--- config.mk ---
export PLATFORM = sky130hd
export DESIGN_NAME = npc_gen
export DESIGN_NICKNAME = d
export VERILOG_FILES = /design/src/rtl/npc_gen.sv
export SDC_FILE = /design/constraint.sdc
export NUM_CORES = 1
export LEC_CHECK = 0
export BUFFER_PORTS_ARGS = -buffer_cell sky130_fd_sc_hd__buf_2
export CORE_ASPECT_RATIO = 0.9
export CORE_MARGIN = 2
export CORE_UTILIZATION = 51
export DETAILED_ROUTE_END_ITERATION = 16
export HOLD_SLACK_MARGIN = 0.1
export MAX_ROUTING_LAYER = met4
export PLACE_DENSITY = 0.87
export SYNTH_ARGS = -nofsm -noshare
export SYNTH_HDL_FRONTEND = slang
export SYNTH_SLANG_ARGS = --single-unit
export TNS_END_PERCENT = 10
--- constraint.sdc ---
create_clock -name clk -period 5.2 [get_ports clk]
set_input_delay 0.52 -clock clk [delete_from_list [all_inputs] [get_ports clk]]
set_output_delay 0.52 -clock clk [all_outputs]
set_load 0.005 [all_outputs]
--- src/rtl/npc_gen.sv ---
// npc_gen: next-PC generator for the fetch stage.
// Owns the architectural PC and selects the next PC from the sequential,
// branch, jump and register-indirect sources. Supports stall hold,
// exception redirect, misaligned-jr trapping and an optional single
// architectural delay slot after each taken redirect.
// Parameters must satisfy ADDR_W + SHAMT <= XLEN.
module npc_gen #(
    parameter int              XLEN       = 32,
    parameter int              ADDR_W     = 26,
    parameter int              IMM_W      = 16,
    parameter int              SHAMT      = 2,
    parameter logic [XLEN-1:0] RESET_VEC  = 32'h0040_0000,
    parameter logic [XLEN-1:0] EXC_VEC    = 32'h8000_0180,
    parameter bit              DELAY_SLOT = 1'b0
) (
    input  logic              clk,
    input  logic              rst,
    input  logic              stall,
    input  logic              redirect_valid,
    input  logic [1:0]        sel,
    input  logic              take,
    input  logic [IMM_W-1:0]  imm,
    input  logic [ADDR_W-1:0] addr,
    input  logic [XLEN-1:0]   rs_val,
    input  logic              exc,
    output logic [XLEN-1:0]   pc,
    output logic [XLEN-1:0]   pc_seq,
    output logic [XLEN-1:0]   target,
    output logic              pending,
    output logic              misalign
);

    // One instruction word in bytes; low bits below it must be zero in a jr target.
    localparam logic [XLEN-1:0] STEP       = XLEN'(1) << SHAMT;
    localparam logic [XLEN-1:0] ALIGN_MASK = STEP - XLEN'(1);
    // Bits of pc_seq kept by a jump; all-zero when the jump field covers the full width.
    localparam logic [XLEN-1:0] UPPER_MASK = ~((XLEN'(1) << (ADDR_W + SHAMT)) - XLEN'(1));

    typedef enum logic [1:0] {
        SEL_SEQ    = 2'b00,
        SEL_BRANCH = 2'b01,
        SEL_JUMP   = 2'b10,
        SEL_JR     = 2'b11
    } sel_e;

    logic [XLEN-1:0]        pc_reg, pc_next;
    logic [XLEN-1:0]        tgt_reg, tgt_next;
    logic                   pending_reg, pending_next;
    logic                   misalign_reg, misalign_next;

    logic signed [XLEN-1:0] imm_sext;
    logic [XLEN-1:0]        br_target;
    logic [XLEN-1:0]        jump_target;
    logic                   is_redirect;
    logic                   sampled;
    logic                   bad_jr;
    logic                   taken;

    assign pc_seq      = pc_reg + STEP;
    assign imm_sext    = XLEN'($signed(imm));
    assign br_target   = pc_seq + (imm_sext << SHAMT);
    assign jump_target = (pc_seq & UPPER_MASK) | (XLEN'(addr) << SHAMT);

    // Target of whatever request is on sel this cycle, regardless of validity.
    always_comb begin
        target = pc_seq;
        case (sel_e'(sel))
            SEL_BRANCH: target = take ? br_target : pc_seq;
            SEL_JUMP:   target = jump_target;
            SEL_JR:     target = rs_val;
            default:    target = pc_seq;
        endcase
    end

    // Redirect qualification: inputs are only looked at on unstalled cycles.
    assign sampled     = redirect_valid & ~stall;
    assign is_redirect = (sel == SEL_JUMP) | (sel == SEL_JR) | ((sel == SEL_BRANCH) & take);
    // A misaligned jr traps even while a delay-slot target is queued.
    assign bad_jr      = sampled & (sel == SEL_JR) & (|(rs_val & ALIGN_MASK));
    assign taken       = sampled & is_redirect & ~pending_reg & ~bad_jr;

    // Next-PC selection in priority order: exc, bad jr, stall, pending, redirect, sequential.
    always_comb begin
        pc_next       = pc_seq;
        tgt_next      = tgt_reg;
        pending_next  = pending_reg;
        misalign_next = 1'b0;
        if (exc) begin
            pc_next      = EXC_VEC;
            pending_next = 1'b0;
        end else if (bad_jr) begin
            pc_next       = EXC_VEC;
            pending_next  = 1'b0;
            misalign_next = 1'b1;
        end else if (stall) begin
            pc_next = pc_reg;
        end else if (pending_reg) begin
            pc_next      = tgt_reg;
            pending_next = 1'b0;
        end else if (taken) begin
            if (DELAY_SLOT) begin
                pc_next      = pc_seq;
                tgt_next     = target;
                pending_next = 1'b1;
            end else begin
                pc_next = target;
            end
        end
    end

    // State register with synchronous active-low reset.
    always_ff @(posedge clk) begin
        if (!rst) begin
            pc_reg       <= RESET_VEC;
            tgt_reg      <= '0;
            pending_reg  <= 1'b0;
            misalign_reg <= 1'b0;
        end else begin
            pc_reg       <= pc_next;
            tgt_reg      <= tgt_next;
            pending_reg  <= pending_next;
            misalign_reg <= misalign_next;
        end
    end

    assign pc       = pc_reg;
    assign pending  = pending_reg;
    assign misalign = misalign_reg;

endmodule

### After elaboration in Yosys (flattened, before gate mapping)

Index checks and enable logic that the tools add are counted.

* logic and storage cells: 31
* input bits: 82
* flip-flop bits (word level): 33
* output and inout bits: 98

* $add $sub $neg: 2
* reduce and logical (&&, ||, !) cells: 3
* bitwise gates (word level): 12
* eq/ne operators: 4
* muxes and demuxes: 7

Operators with widths (number)
* $mux 32: 5
* $pmux 32 s3: 1
* $add 32x3->32 const B: 1
* $add 32x32->32: 1
* $or 32x28->32: 1
* $and 1x1->1: 6
* $eq 2x2->1 const B: 2
* $reduce_or 2->1: 2
* $ne 3x1->1 const B: 1
* $not 1->1: 3
* $reduce_or 3->1: 1
* $eq 2x1->1 const B: 1
* $or 1x1->1: 2
* $mux 1: 1

### Longest topological paths before layout

* depth after elaboration: 10
* gate-level depth with buffers: 18
* gate-level depth less buffers: 16

### Worst setup path before layout

No wires, ideal clock.

* path kind: register to output
* start point: reg pc_reg[2] (netlist: pc[2])
* end point: out target[31]
* setup slack: 0.856 ns
* path buffers: 2
* arrival time: 3.824 ns
* stages on the path, launching flop included: 19
* required time: 4.680 ns
* path through: dfxtp_1 > ha_1 > and2_1 > buf_2 > nand3_4 > or3_4 > xnor2_1 > inv_1 > ha_1 > clkbuf_1 > a21o_1 > a21oi_1 > nor2b_1 > a211oi_1 > a21oi_1 > o311ai_1 > mux2_2 > o221ai_2 > inv_1

* longest elaborated chain between the ends: 4
* elaborated cells between the ends (all ways): 5
* classes of those cells: 2 x add/sub; 2 x mux; 1 x bitwise

Ends and longest elaborated chain
* from (decl): line 46 `logic [XLEN-1:0] pc_reg, pc_next;`
* from (signal assigned): line 119 `pc_reg <= pc_next;`
* $add 32x3->32: line 59 `assign pc_seq = pc_reg + STEP;`
* named net pc_seq[24]: line 27 `output logic [XLEN-1:0] pc_seq,`
* $add 32x32->32: line 61 `assign br_target = pc_seq + (imm_sext << SHAMT);`
* $mux 32: line 68 `SEL_BRANCH: target = take ? br_target : pc_seq;`
* $pmux 32 s3: line 67 `case (sel_e'(sel))`
* to (decl): line 28 `output logic [XLEN-1:0] target,`

The timed path passes the listed nets, and every way through them passes these cells.

### Worst setup path after layout

* start point: reg pc_reg[2] (netlist: pc[2])
* end point: out target[31]

* longest elaborated chain between the ends: 4
* elaborated cells between the ends (all ways): 5
* classes of those cells: 2 x add/sub; 2 x mux; 1 x bitwise

Ends and longest elaborated chain (line)
* $add 32x3->32 (*): 59
* $add 32x32->32: 61
* $mux 32: 68
* $pmux 32 s3 (*): 67

Every way passes the cells marked *; elsewhere a longest branch is shown, timed or not.

==> results.json <==
{
  "status": "complete, no violations",
  "peakVddDrop_mv": 0.112,
  "finish.utilization": 0.647,
  "area_delta_synth_final_pct": 23.6,
  "cts_sinks": 33,
  "ys_top_cells_by_count": "a21oi_1 (72), nand2_1 (54), nor2_1 (52)",
  "hold_ws_ns": 0.486,
  "fin_crit_ns": 4.97,
  "hold_depth": 2,
  "fin_area_um2": 5900,
  "worstSkewPairLatency_ns": 0.30,
  "grt_pass1_wl_um": 27800,
  "ios": 180,
  "pwr-share-comb": 0.438,
  "wl_um": 18600,
  "largest_reg_flops": 30,
  "drt_iter0_markers": 628,
  "switching_share": 0.394,
  "cts_tree": "done",
  "row_count": 33,
  "post_dp_cell_area_um2": 5770,
  "instances_no_fill": 950,
  "worstSetupStartpointType": "flip-flop",
  "htree_num_levels": 2,
  "dp.cells": 943,
  "drcViolationCount": 0,
  "cellPowerDensity_nw_per_um2": 145,
  "hold_viol": 0,
  "port_buffers": 178,
  "fin_setup_tns_ns": 0,
  "cp-end-kind": "output port",
  "syn-num-nets": 779,
  "hpwl_um": 14200,
  "cp_max_fo": 8,
  "seqPwrFrac": 0.319,
  "critPathArrivalTime_ns": 4.45,
  "grt-ovfl-total": 0,
  "synthDistinctLibCells": 82,
  "cts_made_buffers": 5,
  "syn-cell-area_um2": 4780,
  "synth.top_cell.area_share": 0.138,
  "p_sw_mw": 0.337,
  "grt_max_degree": 42,
  "clk_pin_slew_worst_paths_ns": 0.07,
  "synthCells": 666,
  "max-slew-margin-rel": 0.224,
  "fin_crit_sh": 0.956,
  "first_pass_iters": 5,
  "setup_viol_count_final": 0,
  "cts_setup_buffers": 0,
  "synth_top_area_cell": "dfxtp_1",
  "avgSynthCellArea_um2": 7.17,
  "final_nets": 941,
  "yosysWarnings": 0,
  "ys_seq_area_frac": 0.138,
  "core_um2": 9130,
  "fin_skew_ns": 0.00756,
  "synth_enable_flop_cells": 0,
  "crit_type": "reg2out",
  "die-width_um": 106,
  "vias": 6104,
  "cts_root_buf": "clkbuf_8",
  "leakage_nw": 2.89,
  "clk_path_buf_depth": 2,
  "slew_viol_final": 0,
  "worst_pin_slew_ns": 1.16,
  "rsz0062_at_grt": "false",
  "antenna_found_initial": 0,
  "dieArea_um2": 10200,
  "wl_per_cell_um": 19.5,
  "power.share.clock": 0.243,
  "drv_cap": 0,
  "ys_ff_latch": 33,
  "grtUsageTotal": 0.358,
  "r2r_cells": 15,
  "antenna_cells": 0,
  "max_freq_ghz": 0.201,
  "async_flop_share": 0,
  "synth.top_cells.by_area": "dfxtp_1 (14%), ha_1 (7.9%), a21oi_1 (7.5%)",
  "yosys.cell_count.top_type": "a21oi_1",
  "viasPerCell": 6.43,
  "ant_nets": 0,
  "grt_pass1_vias": 5265,
  "die_y_um": 95.8,
  "drive_above_1_share": 0.289,
  "globalplace.congestion": 1.02,
  "cp.required_ns": 4.68,
  "p_int_mw": 0.517,
  "synth_ff_type": "dfxtp_1",
  "hold_class": "reg2reg",
  "initial_core_util": 0.524
}
-- cells in the final DEF (no fill, tap or decap), types with 17 or more instances in the layout --
cell and n:
xnor2_1 26, nor2_1 51, ha_1 30, mux2i_1 23, nor3_1 17, inv_1 33
buf_2 178, o21ai_0 37, nand2_1 54, nand3_1 25, dfxtp_1 33, a21oi_1 72
-- path summary, 6_finish.rpt --
check,from,to,slack [ns]
max,pc[2],target[31],0.23
min,flip-flop,flip-flop,0.49
max reg2reg,pc[2],pc[31],1.02
min reg2reg,flip-flop,flip-flop,0.49
-- layout make-up --
cell class | instances | area, um2
Tap cell | 122 | 153
Fill cell | 846 | 3220
Timing Repair Buffer | 192 | 996
Sequential cell | 33 | 661
Clock buffer | 6 | 82.6
Inverter | 34 | 128
Multi-Input combinational cell | 562 | 3880
Clock inverter | 1 | 7.51
-- timing repair --
item / 4_1_cts / 5_1_grt
gates resized for setup: 0 / 7
setup endpoints to repair: 0 / 6
hold buffers: 0 / 0
-- critical path, cell delays in order, from the launching register on --
cell,delay (ns)
dfxtp_1,0.46
ha_1,0.29
and2_2,0.28
and3_1,0.26
nand4_1,0.16
xnor2_2,0.25
inv_1,0.11
ha_1,0.37
a21oi_1,0.21
o21ai_0,0.19
a211oi_2,0.33
a21oi_1,0.16
o311ai_2,0.34
mux2_2,0.38
o221ai_2,0.17
inv_1,0.06
buf_2,0.12
-- power groups by stage --
stage	logic, mW	registers [mW]	clock network, mW
2_1_floorplan	0.222	0.276	0
6_report	0.374	0.272	0.208
5_1_grt	0.404	0.273	0.218
3_5_place_dp	0.359	0.277	0
3_3_place_gp	0.358	0.276	0
4_1_cts	0.362	0.272	0.208
-- per-layer routing --
metal  global-route usage  wire length, um  vias up
met1                0.485             7830     2815
li1                     -                -     2815
met2                0.559             8120      425
met5                    -                0        -
met4               0.0800              365        0
met3               0.0657             2250       49
-- logic make-up (layout without fill, tap and decap cells) --
| logic type | after synthesis | after routing | synth area share |
|---|---|---|---|
| buffers and inverters | 71 | 233 | 0.0597 |
| multiplexers | 29 | 29 | 0.0623 |
| flip-flops | 33 | 33 | 0.138 |
| adder cells (fa/ha/maj) | 31 | 31 | 0.0828 |
| AO/OA/AOI/OAI | 235 | 235 | 0.329 |
| other | 1 | 1 | 0.000785 |
| AND/OR/NAND/NOR | 225 | 225 | 0.247 |
| XOR/XNOR | 41 | 41 | 0.0799 |
-- through the flow --
stage | setup WS (ns) | total power [mW]
floorplan | 0.856 | 0.497
CTS | 0.0144 | 0.841
global route | 0.0189 | 0.896
global placement | 0.460 | 0.634
finish | 0.226 | 0.854
detailed placement | 0.347 | 0.636
No activity file was read; power rests on OpenSTA's default activity.
